`config.mk`:
```
export PLATFORM = sky130hd
export DESIGN_NAME = present_mover
export DESIGN_NICKNAME = d
export VERILOG_FILES = /design/src/rtl/present_pkg.sv /design/src/rtl/present_rect.sv /design/src/rtl/present_mover.sv
export SDC_FILE = /design/constraint.sdc
export NUM_CORES = 1
export LEC_CHECK = 0
export CAP_MARGIN = 10
export CORE_MARGIN = 10
export CORE_UTILIZATION = 53
export DETAILED_ROUTE_END_ITERATION = 6
export PLACE_DENSITY = 0.79
export SLEW_MARGIN = 20
export SYNTH_ARGS = -nofsm -noshare
export SYNTH_HDL_FRONTEND = slang
export SYNTH_HIERARCHICAL = 1
export SYNTH_SLANG_ARGS = --single-unit
export TNS_END_PERCENT = 100
```
`constraint.sdc`:
```
create_clock -name clk -period 5.95 [get_ports clk]
set_clock_uncertainty 0.15 [all_clocks]
set_input_delay 0.8925 -clock clk [delete_from_list [all_inputs] [get_ports clk]]
set_output_delay 0.8925 -clock clk [all_outputs]
set_load 0.005 [all_outputs]
```
`src/rtl/present_pkg.sv`:
```
// present_pkg: shared types and constants for the falling present
// and the bitmap stage that draws it.
package present_pkg;

    localparam int FRAC_BITS = 6;
    localparam int POS_W     = 11;
    localparam int SPEED_W   = 11;
    localparam int TIMER_W   = 16;

    localparam int DEFAULT_WIDTH_X  = 26;
    localparam int DEFAULT_HEIGHT_Y = 26;

    typedef enum logic [1:0] {
        IDLE,
        FALLING,
        LANDED,
        BLINKING
    } present_state_t;

    // Add one gravity step to a speed and clip it at the cap.
    function automatic logic [SPEED_W-1:0] next_speed(
        input logic [SPEED_W-1:0] spd,
        input logic [SPEED_W-1:0] grav,
        input logic [SPEED_W-1:0] cap
    );
        logic [SPEED_W:0] sum;
        sum = {1'b0, spd} + {1'b0, grav};
        if (sum > {1'b0, cap}) begin
            next_speed = cap;
        end else begin
            next_speed = sum[SPEED_W-1:0];
        end
    endfunction

endpackage

```
`src/rtl/present_rect.sv`:
```
// present_rect: box hit test and pixel offset for a square object
// anchored at its top-left corner.
module present_rect
    import present_pkg::*;
#(
    parameter int WIDTH  = DEFAULT_WIDTH_X,
    parameter int HEIGHT = DEFAULT_HEIGHT_Y
) (
    input  logic [POS_W-1:0] i_pixel_x,
    input  logic [POS_W-1:0] i_pixel_y,
    input  logic [POS_W-1:0] i_top_left_x,
    input  logic [POS_W-1:0] i_top_left_y,
    output logic [POS_W-1:0] o_offset_x,
    output logic [POS_W-1:0] o_offset_y,
    output logic             o_inside
);

    localparam int EXT_W = POS_W + 1;

    logic [EXT_W-1:0] w_right;
    logic [EXT_W-1:0] w_bottom;
    logic             w_in_x;
    logic             w_in_y;

    // One extra bit so a box near the right/bottom edge cannot wrap.
    always_comb begin
        o_offset_x = i_pixel_x - i_top_left_x;
        o_offset_y = i_pixel_y - i_top_left_y;
        w_right    = {1'b0, i_top_left_x} + EXT_W'(WIDTH);
        w_bottom   = {1'b0, i_top_left_y} + EXT_W'(HEIGHT);
        w_in_x     = (i_pixel_x >= i_top_left_x) &&
                     ({1'b0, i_pixel_x} < w_right);
        w_in_y     = (i_pixel_y >= i_top_left_y) &&
                     ({1'b0, i_pixel_y} < w_bottom);
        o_inside   = w_in_x && w_in_y;
    end

endmodule

```
`src/rtl/present_mover.sv`:
```
// present_mover: spawns a present, drops it under gravity, rests it on
// the floor, blinks it out, and removes it early when collected.
module present_mover
    import present_pkg::*;
#(
    parameter int OBJECT_WIDTH_X  = DEFAULT_WIDTH_X,
    parameter int OBJECT_HEIGHT_Y = DEFAULT_HEIGHT_Y,
    parameter int FLOOR_Y         = 440,
    parameter int GRAVITY         = 8,
    parameter int MAX_SPEED       = 384,
    parameter int LAND_FRAMES     = 300,
    parameter int BLINK_FRAMES    = 120,
    parameter int BLINK_SHIFT     = 3
) (
    input  logic             clk,
    input  logic             reset,
    input  logic             startOfFrame,
    input  logic             spawn,
    input  logic [POS_W-1:0] spawnX,
    input  logic [POS_W-1:0] spawnY,
    input  logic             collected,
    input  logic [POS_W-1:0] pixelX,
    input  logic [POS_W-1:0] pixelY,
    output logic [POS_W-1:0] offsetX,
    output logic [POS_W-1:0] offsetY,
    output logic             InsideRectangle,
    output logic             visible,
    output logic             active,
    output logic             presentTaken
);

    localparam int Y_W   = POS_W + FRAC_BITS;
    localparam int BOT_W = POS_W + 2;

    localparam logic [SPEED_W-1:0] GRAV_C  = SPEED_W'(GRAVITY);
    localparam logic [SPEED_W-1:0] CAP_C   = SPEED_W'(MAX_SPEED);
    localparam logic [BOT_W-1:0]   FLOOR_C = BOT_W'(FLOOR_Y);
    localparam logic [BOT_W-1:0]   H_C     = BOT_W'(OBJECT_HEIGHT_Y);
    localparam logic [TIMER_W-1:0] LAND_C  = TIMER_W'(LAND_FRAMES);
    localparam logic [TIMER_W-1:0] BLINK_C = TIMER_W'(BLINK_FRAMES);
    localparam logic [TIMER_W-1:0] ONE_C   = TIMER_W'(1);
    localparam logic [Y_W-1:0]     REST_Y  =
        Y_W'((FLOOR_Y - OBJECT_HEIGHT_Y) * (2 ** FRAC_BITS));

    present_state_t     r_state;
    present_state_t     w_state_nxt;
    logic [POS_W-1:0]   r_x;
    logic [POS_W-1:0]   w_x_nxt;
    logic [Y_W-1:0]     r_y;
    logic [Y_W-1:0]     w_y_nxt;
    logic [SPEED_W-1:0] r_speed;
    logic [SPEED_W-1:0] w_speed_nxt;
    logic [TIMER_W-1:0] r_timer;
    logic [TIMER_W-1:0] w_timer_nxt;
    logic               r_taken;
    logic               w_taken_nxt;

    logic [SPEED_W-1:0] w_fall_speed;
    logic [Y_W:0]       w_fall_y;
    logic [BOT_W-1:0]   w_fall_bottom;
    logic               w_floor_hit;
    logic [POS_W-1:0]   w_top_y;
    logic               w_inside;

    // One gravity step: new speed, new Y, and whether the box touches the floor.
    always_comb begin
        w_fall_speed  = next_speed(r_speed, GRAV_C, CAP_C);
        w_fall_y      = {1'b0, r_y} +
                        {{(Y_W + 1 - SPEED_W){1'b0}}, w_fall_speed};
        w_fall_bottom = {1'b0, w_fall_y[Y_W:FRAC_BITS]} + H_C;
        w_floor_hit   = (w_fall_bottom >= FLOOR_C);
    end

    // Next-state logic; collection outranks any frame update.
    always_comb begin
        w_state_nxt = r_state;
        w_x_nxt     = r_x;
        w_y_nxt     = r_y;
        w_speed_nxt = r_speed;
        w_timer_nxt = r_timer;
        w_taken_nxt = 1'b0;
        if (r_state == IDLE) begin
            if (spawn) begin
                w_state_nxt = FALLING;
                w_x_nxt     = spawnX;
                w_y_nxt     = {spawnY, {FRAC_BITS{1'b0}}};
                w_speed_nxt = '0;
                w_timer_nxt = '0;
            end
        end else if (collected) begin
            w_state_nxt = IDLE;
            w_taken_nxt = 1'b1;
            w_speed_nxt = '0;
            w_timer_nxt = '0;
        end else if (startOfFrame) begin
            unique case (r_state)
                FALLING: begin
                    if (w_floor_hit) begin
                        w_state_nxt = LANDED;
                        w_y_nxt     = REST_Y;
                        w_speed_nxt = '0;
                        w_timer_nxt = LAND_C;
                    end else begin
                        w_y_nxt     = w_fall_y[Y_W-1:0];
                        w_speed_nxt = w_fall_speed;
                    end
                end
                LANDED: begin
                    if (r_timer <= ONE_C) begin
                        w_state_nxt = BLINKING;
                        w_timer_nxt = BLINK_C;
                    end else begin
                        w_timer_nxt = r_timer - ONE_C;
                    end
                end
                BLINKING: begin
                    if (r_timer <= ONE_C) begin
                        w_state_nxt = IDLE;
                        w_timer_nxt = '0;
                    end else begin
                        w_timer_nxt = r_timer - ONE_C;
                    end
                end
                default: begin
                    w_state_nxt = IDLE;
                end
            endcase
        end
    end

    // State and motion registers.
    always_ff @(posedge clk or posedge reset) begin
        if (reset) begin
            r_state <= IDLE;
            r_x     <= '0;
            r_y     <= '0;
            r_speed <= '0;
            r_timer <= '0;
            r_taken <= 1'b0;
        end else begin
            r_state <= w_state_nxt;
            r_x     <= w_x_nxt;
            r_y     <= w_y_nxt;
            r_speed <= w_speed_nxt;
            r_timer <= w_timer_nxt;
            r_taken <= w_taken_nxt;
        end
    end

    // Visibility: solid while falling or resting, gated by a timer bit while blinking.
    always_comb begin
        visible = 1'b0;
        active  = (r_state != IDLE);
        unique case (r_state)
            IDLE:     visible = 1'b0;
            FALLING:  visible = 1'b1;
            LANDED:   visible = 1'b1;
            BLINKING: visible = ~r_timer[BLINK_SHIFT];
            default:  visible = 1'b0;
        endcase
    end

    assign w_top_y = r_y[Y_W-1:FRAC_BITS];

    present_rect #(
        .WIDTH  (OBJECT_WIDTH_X),
        .HEIGHT (OBJECT_HEIGHT_Y)
    ) u_rect (
        .i_pixel_x    (pixelX),
        .i_pixel_y    (pixelY),
        .i_top_left_x (r_x),
        .i_top_left_y (w_top_y),
        .o_offset_x   (offsetX),
        .o_offset_y   (offsetY),
        .o_inside     (w_inside)
    );

    assign InsideRectangle = w_inside & active;
    assign presentTaken    = r_taken;

endmodule

```
Word-level counts from Yosys, hierarchy flattened
Cells that the tools add are included.

cells by class
  magnitude comparators = 7
  bitwise logic cells = 2
  equality and inequality tests = 8
  muxes and demuxes = 32
  add/subtract/negate cells = 8
  reductions and logical operators = 16

operator list
  kind                                                                count
  2-to-1 mux 16 bit                                                   7
  2-to-1 mux 17 bit                                                   6
  2-to-1 mux 11 bit                                                   7
  case mux 16 bit (3 select lines)                                    1
  adder 11 x 5 -> 12 bit, second input constant                       2
  < comparator 11 x 12 -> 1 bit                                       2
  greater-or-equal comparator 11 bit                                  2
  subtractor 11 bit                                                   2
  adder 17 x 11 -> 18 bit                                             1
  <= comparator 16 x 1 -> 1 bit, second input constant                1
  subtractor 16 x 1 -> 16 bit, second input constant                  1
  2-to-1 mux 2 bit                                                    7
  adder 12 x 5 -> 13 bit, second input constant                       1
  greater-or-equal comparator 13 x 9 -> 1 bit, second input constant  1
  adder 11 x 4 -> 12 bit, second input constant                       1
  greater-than comparator 12 x 9 -> 1 bit, second input constant      1
  != test 4 bit, second input constant                                3
  AND reduction 4 bit                                                 2
  case mux 2 bit (3 select lines)                                     1
  nonzero test 2 bit                                                  3
  nonzero test 3 bit                                                  2
  AND reduction 5 bit                                                 1
  nonzero test 5 bit                                                  1
  == test 2 bit, second input constant                                2
  12 further kinds                                                    15

storage, ports and cells
  logic and storage cells = 79
  bits in registers = 58
  bits of input ports = 49
  output and inout port bits = 26

Depth between registers and ports, before layout
  depth in word-level cells = 11
  mapped depth = 25

By module
Netlist, hierarchy kept.

modules (own cells, without submodules)
  module         instances  area an instance (sq um)  cells an instance
  present_mover  1          4561.9                    493
  present_rect   1          1860.5                    250

Worst setup path after synthesis
Ideal clock, no wire load.

  kind = register to register
  start = register r_speed[3]
  end = register r_timer[8]
  stages on the path, launching flop included = 23
  data required time = 5.675 ns
  data arrival time = 5.280 ns
  path buffers = 1
  setup slack = 0.395 ns
  path through = dfrtp_1 > ha_1 > nand2_1 > or3_1 > nand3_2 > and2_1 > nand2b_1 > clkbuf_1 > nor2_1 > ha_1 > fa_1 > a21o_1 > a21oi_1 > o21bai_1 > o32ai_2 > nand3_1 > and2_1 > ha_1 > a2111oi_4 > a22oi_4 > o2bb2ai_4 > a21oi_2 > mux2_2

between the ends
  longest elaborated chain between the ends = 8

ends and longest elaborated chain
  what                                           line                  RTL
  start, declared                                present_mover.sv:51   logic [SPEED_W-1:0] r_speed;
  start signal, assigned                         present_mover.sv:144  r_speed <= w_speed_nxt;
  adder 11 x 4 -> 12 bit *                       present_pkg.sv:27     sum = {1'b0, spd} + {1'b0, grav};
  greater-than comparator 12 x 9 -> 1 bit        present_pkg.sv:28     if (sum > {1'b0, cap}) begin
  2-to-1 mux 11 bit *                            present_pkg.sv:28
  adder 17 x 11 -> 18 bit *                      present_mover.sv:68   w_fall_y = {1'b0, r_y} +
  adder 12 x 5 -> 13 bit *                       present_mover.sv:70   w_fall_bottom = {1'b0, w_fall_y[Y_W:FRAC_BITS]} + H_C;
  greater-or-equal comparator 13 x 9 -> 1 bit *  present_mover.sv:71   w_floor_hit = (w_fall_bottom >= FLOOR_C);
  != test 4 bit (no line) *                      n/a
  AND reduction 4 bit (no line) *                n/a
  end signal, assigned                           present_mover.sv:145  r_timer <= w_timer_nxt;
  end, declared                                  present_mover.sv:53   logic [TIMER_W-1:0] r_timer;

Mark *: on every way between the ends. The rest lies on a longest branch, timed or not.
A chain may end at the register's enable or synchronous reset.

Worst setup path in the final report
  start = register r_speed[3]
  end = register r_speed[3]

between the ends
  longest elaborated chain between the ends = 11

ends and longest elaborated chain
  what                                         line                 RTL
  adder 11 x 4 -> 12 bit *                     present_pkg.sv:27
  greater-than comparator 12 x 9 -> 1 bit      present_pkg.sv:28
  2-to-1 mux 11 bit *                          present_pkg.sv:28
  adder 17 x 11 -> 18 bit                      present_mover.sv:68
  adder 12 x 5 -> 13 bit                       present_mover.sv:70
  greater-or-equal comparator 13 x 9 -> 1 bit  present_mover.sv:71
  2-to-1 mux 11 bit *                          present_mover.sv:98  if (w_floor_hit) begin
  2-to-1 mux 11 bit *                          present_mover.sv:96  unique case (r_state)
  2-to-1 mux 11 bit *                          present_mover.sv:95  end else if (startOfFrame) begin
  2-to-1 mux 11 bit *                          present_mover.sv:90  end else if (collected) begin
  2-to-1 mux 11 bit *                          present_mover.sv:82  if (r_state == IDLE) begin

Mark *: on every way between the ends. The rest lies on a longest branch, timed or not. The select of a mux whose other input is x is not followed.

==> flow_metrics.env <==
export IMPL_status="complete, no violations"
export IMPL_synth_edf_count=0
export IMPL_antenna_found_initial=0
export IMPL_p_clk_frac=0.146
export IMPL_ys_seq_area_frac=0.226
export IMPL_max_freq_mhz=177
export IMPL_drc=0
export IMPL_drv_slew=0
export IMPL_min_period_ps=5640
export IMPL_syn_area_um2=6420
export IMPL_async_flop_share=1.00
export IMPL_portBuffers=74
export IMPL_fp_dieH_um=130
export IMPL_fin_crit_sh=0.948
export IMPL_cts_sinks=58
export IMPL_cp_arrival_ps=5720
export IMPL_worstSkewPairLatency_ps=330
export IMPL_yosys_register_bits=58
export IMPL_grt_max_degree=59
export IMPL_p_int_uw=2280
export IMPL_hold_violations=0
export IMPL_powerDensity_nw_per_um2=547
export IMPL_yosys_top_cells_area="dfrtp_1, ha_1, xnor2_1"
export IMPL_synth_cell_types=105
export IMPL_cp_slowest_cell="dfrtp_2"
export IMPL_drive_gt1_frac=0.125
export IMPL_path_max_fanout=9
export IMPL_netlist_area_leader_share=0.226
export IMPL_cts_hold_buf=0
export IMPL_multiInputGateArea_um2=4680
export IMPL_vias=6047
export IMPL_track_usage=0.200
export IMPL_pin_count=75
export IMPL_worstPathCellList="ha_2 > xnor2_1 > nand4_2 > and2_1 > nand2b_1 > nor2_1 > ha_1 > a211oi_1 > o21bai_1 > and2b_1 > nor3_1 > nand3b_1 > a211o_1 > and2_2 > nor3_1 > o221ai_1 > o2bb2ai_4 > nand3_4 > or3_1 > o31ai_2"
export IMPL_synth_top_area_cell="dfrtp_1"
export IMPL_cp_num_cells=20
export IMPL_drt_iter0_markers=497
export IMPL_synth_flop_cell="dfrtp_1"
export IMPL_rsz0062_at_grt="yes"
export IMPL_seqPwrFrac=0.167
export IMPL_wl_um=16800
export IMPL_pwr_share_comb=0.687
export IMPL_switchingPower_uw=1940
export IMPL_finalSetupViolations=0
export IMPL_leakagePower_uw=0.00341
export IMPL_areaGrowthSynthToFinish_pct=20.2
export IMPL_fillers=994
export IMPL_final_area_um2=7720
export IMPL_path_delay_family="simple AND/OR/NAND/NOR gates"
export IMPL_rrSetupSlack_ps=310
export IMPL_fp_coreArea_um2=12000
export IMPL_hp_class="flop to flop"
export IMPL_diodes=0
export IMPL_crit_buf_inv=0
export IMPL_clk_pin_slew_worst_paths_ps=50
export IMPL_crit_start="r_speed[3]"
export IMPL_dieArea_um2=16900
export IMPL_worstSetupPathType="flop to flop"
export IMPL_fin_util=0.645
export IMPL_drv_cap=0
export IMPL_fin_ws_ps=311
export IMPL_row_count=40
export IMPL_max_slew_worst_pin_slew_ps=793
export IMPL_avgSynthCellArea_um2=8.64
export IMPL_cts_setup_buffers=0
export IMPL_nets=933
export IMPL_clockBufferDepth=2
export IMPL_place_ws_ps=182
export IMPL_reg2reg_from="r_speed[3]"
export IMPL_start_util=0.537
export IMPL_grt_pass1_wl_um=28200
export IMPL_syn_inst=743
export IMPL_fin_hold_ws_ps=364
export IMPL_ant_nets=0
export IMPL_overflow=0
export IMPL_critPathMostFrequentCell="nor3_1"
export IMPL_dpl_hpwl_um=13100
export IMPL_htreeDepth=3
export IMPL_die_w_um=130
export IMPL_grt_pass1_vias=6004
export IMPL_numCtsBuffers=9
export IMPL_endpoint="r_speed[3]"
export IMPL_r2r_cells=20
export IMPL_swShare=0.460
export IMPL_dr_pass1_iters=5
export IMPL_avgRoutedWirePerCell_um=17.3
export IMPL_startpoint_type="flop"
export IMPL_regArea_um2=1450
export IMPL_cp_required_ps=6030
export IMPL_cts_root_buf="clkbuf_16"
export IMPL_r2r_end="r_speed[3]"
export IMPL_place_congestion=0.912
export IMPL_end_kind="flop"
export IMPL_cts_tree="built"
export IMPL_relSlewSlack=0.466
export IMPL_cpPeakStageDelay_ps=460
export IMPL_vdd_drop_max_mv=0.260
export IMPL_via_per_inst=6.23
export IMPL_place_area_um2=7320
export IMPL_yosys_warnings=6
[synth_stat cells (4+ instances only)]
cell type  count
a2111oi_4      4
a211o_1        4
a211oi_1      13
a21o_1        20
a21oi_1       45
a22o_1         7
a31oi_1        8
and2_1         6
and3_1        12
clkbuf_1      13
dfrtp_1       58
fa_1           5
ha_1          60
inv_1         56
mux2_2        12
nand2_1       48
nand2b_1      13
nand3_1       25
nand4_1        5
nor2_1        55
nor2b_1        5
nor3_1        23
nor4_1         5
o211ai_1       6
o21a_1         7
o21ai_0       30
o21ai_1       12
o31ai_1        8
o41ai_2        4
or2_2          5
or3_1         10
or4_1          5
xnor2_1       31
xor2_1        13
[flip-flops by register name, summed over array words and instances, names as in the netlist]
signal        cells
presentTaken      1
r_speed          11
r_state           2
r_timer          16
r_x              11
r_y              17
[power by group through the flow]
stage	clock network, uW	logic, uW	registers (uW)
after floorplan	0	2060	638
after global placement	0	2740	695
after detailed placement	0	2840	704
after CTS	625	2860	700
after global routing	644	3210	728
final	616	2900	704
[layer usage]
layer / track usage / part of all wire
met1: 0.247 / 0.44
met2: 0.341 / 0.49
met3: 0.0406 / 0.058
met4: 0.0681 / 0.019
met5: 0 / 0
[cells by family (layout without fill, tap and decap cells)]
kind of cell    after synthesis  after routing  share of synthesized area
compound gates              229            229                      0.282
xor+xnor                     45             45                     0.0625
fa+ha+maj                    66             66                      0.134
buf+inv                      80            160                     0.0524
flops                        58             58                      0.226
mux                          15             15                     0.0271
other cells                   1              2                   0.000584
simple gates                249            249                      0.215
[cells in the final DEF (no fill, tap or decap), types with 20 or more instances in the layout]
cell type	instances
dfrtp_1	56
xnor2_1	31
nand2_1	48
o21ai_0	30
inv_1	55
clkdlybuf4s50_1	74
a21o_1	20
nor2_1	54
nand3_1	25
ha_1	58
nor3_1	23
a21oi_1	45
[worst min path at each step]
stage | slack (ps) | startpoint | cells after the start | endpoint
finish | 360 | r_timer[13] | 1 | r_timer[13]
global route | 370 | r_timer[13] | 1 | r_timer[13]
CTS | 360 | r_timer[13] | 1 | r_timer[13]
detailed placement | 340 | r_timer[13] | 1 | r_timer[13]
global placement | 320 | r_timer[15] | 1 | r_timer[15]
floorplan | 310 | r_timer[13] | 1 | r_timer[13]
[stage by stage]
stage	cells	TNS, ps	power [uW]
final	971	0	4220
after global routing	971	-185	4590
after CTS	971	0	4190
after detailed placement	955	0	3540
after global placement	955	0	3440
after floorplan	744	0	2690
[repair_timing]
action / CTS / global route
endpoints found under the setup margin: 0 / 41
endpoints found under the hold margin: 0 / 0
resized for setup: 0 / 9
[area by class of cell]
cell class | count | area share
clock inverters | 4 | 0.0126
multi-input cells | 606 | 0.607
well taps | 147 | 0.0238
repair buffers | 85 | 0.107
flip-flops and latches | 58 | 0.188
clock buffers | 12 | 0.0332
inverters | 59 | 0.0287
[worst reg2reg max path: cells and delay by family, from the launching register on]
kind	cells	cell delay, ps
compound gates	6	1400
xor+xnor	1	220
fa+ha+maj	2	540
flops	1	460
simple gates	11	2760
Power figures use the tool's default switching activity.
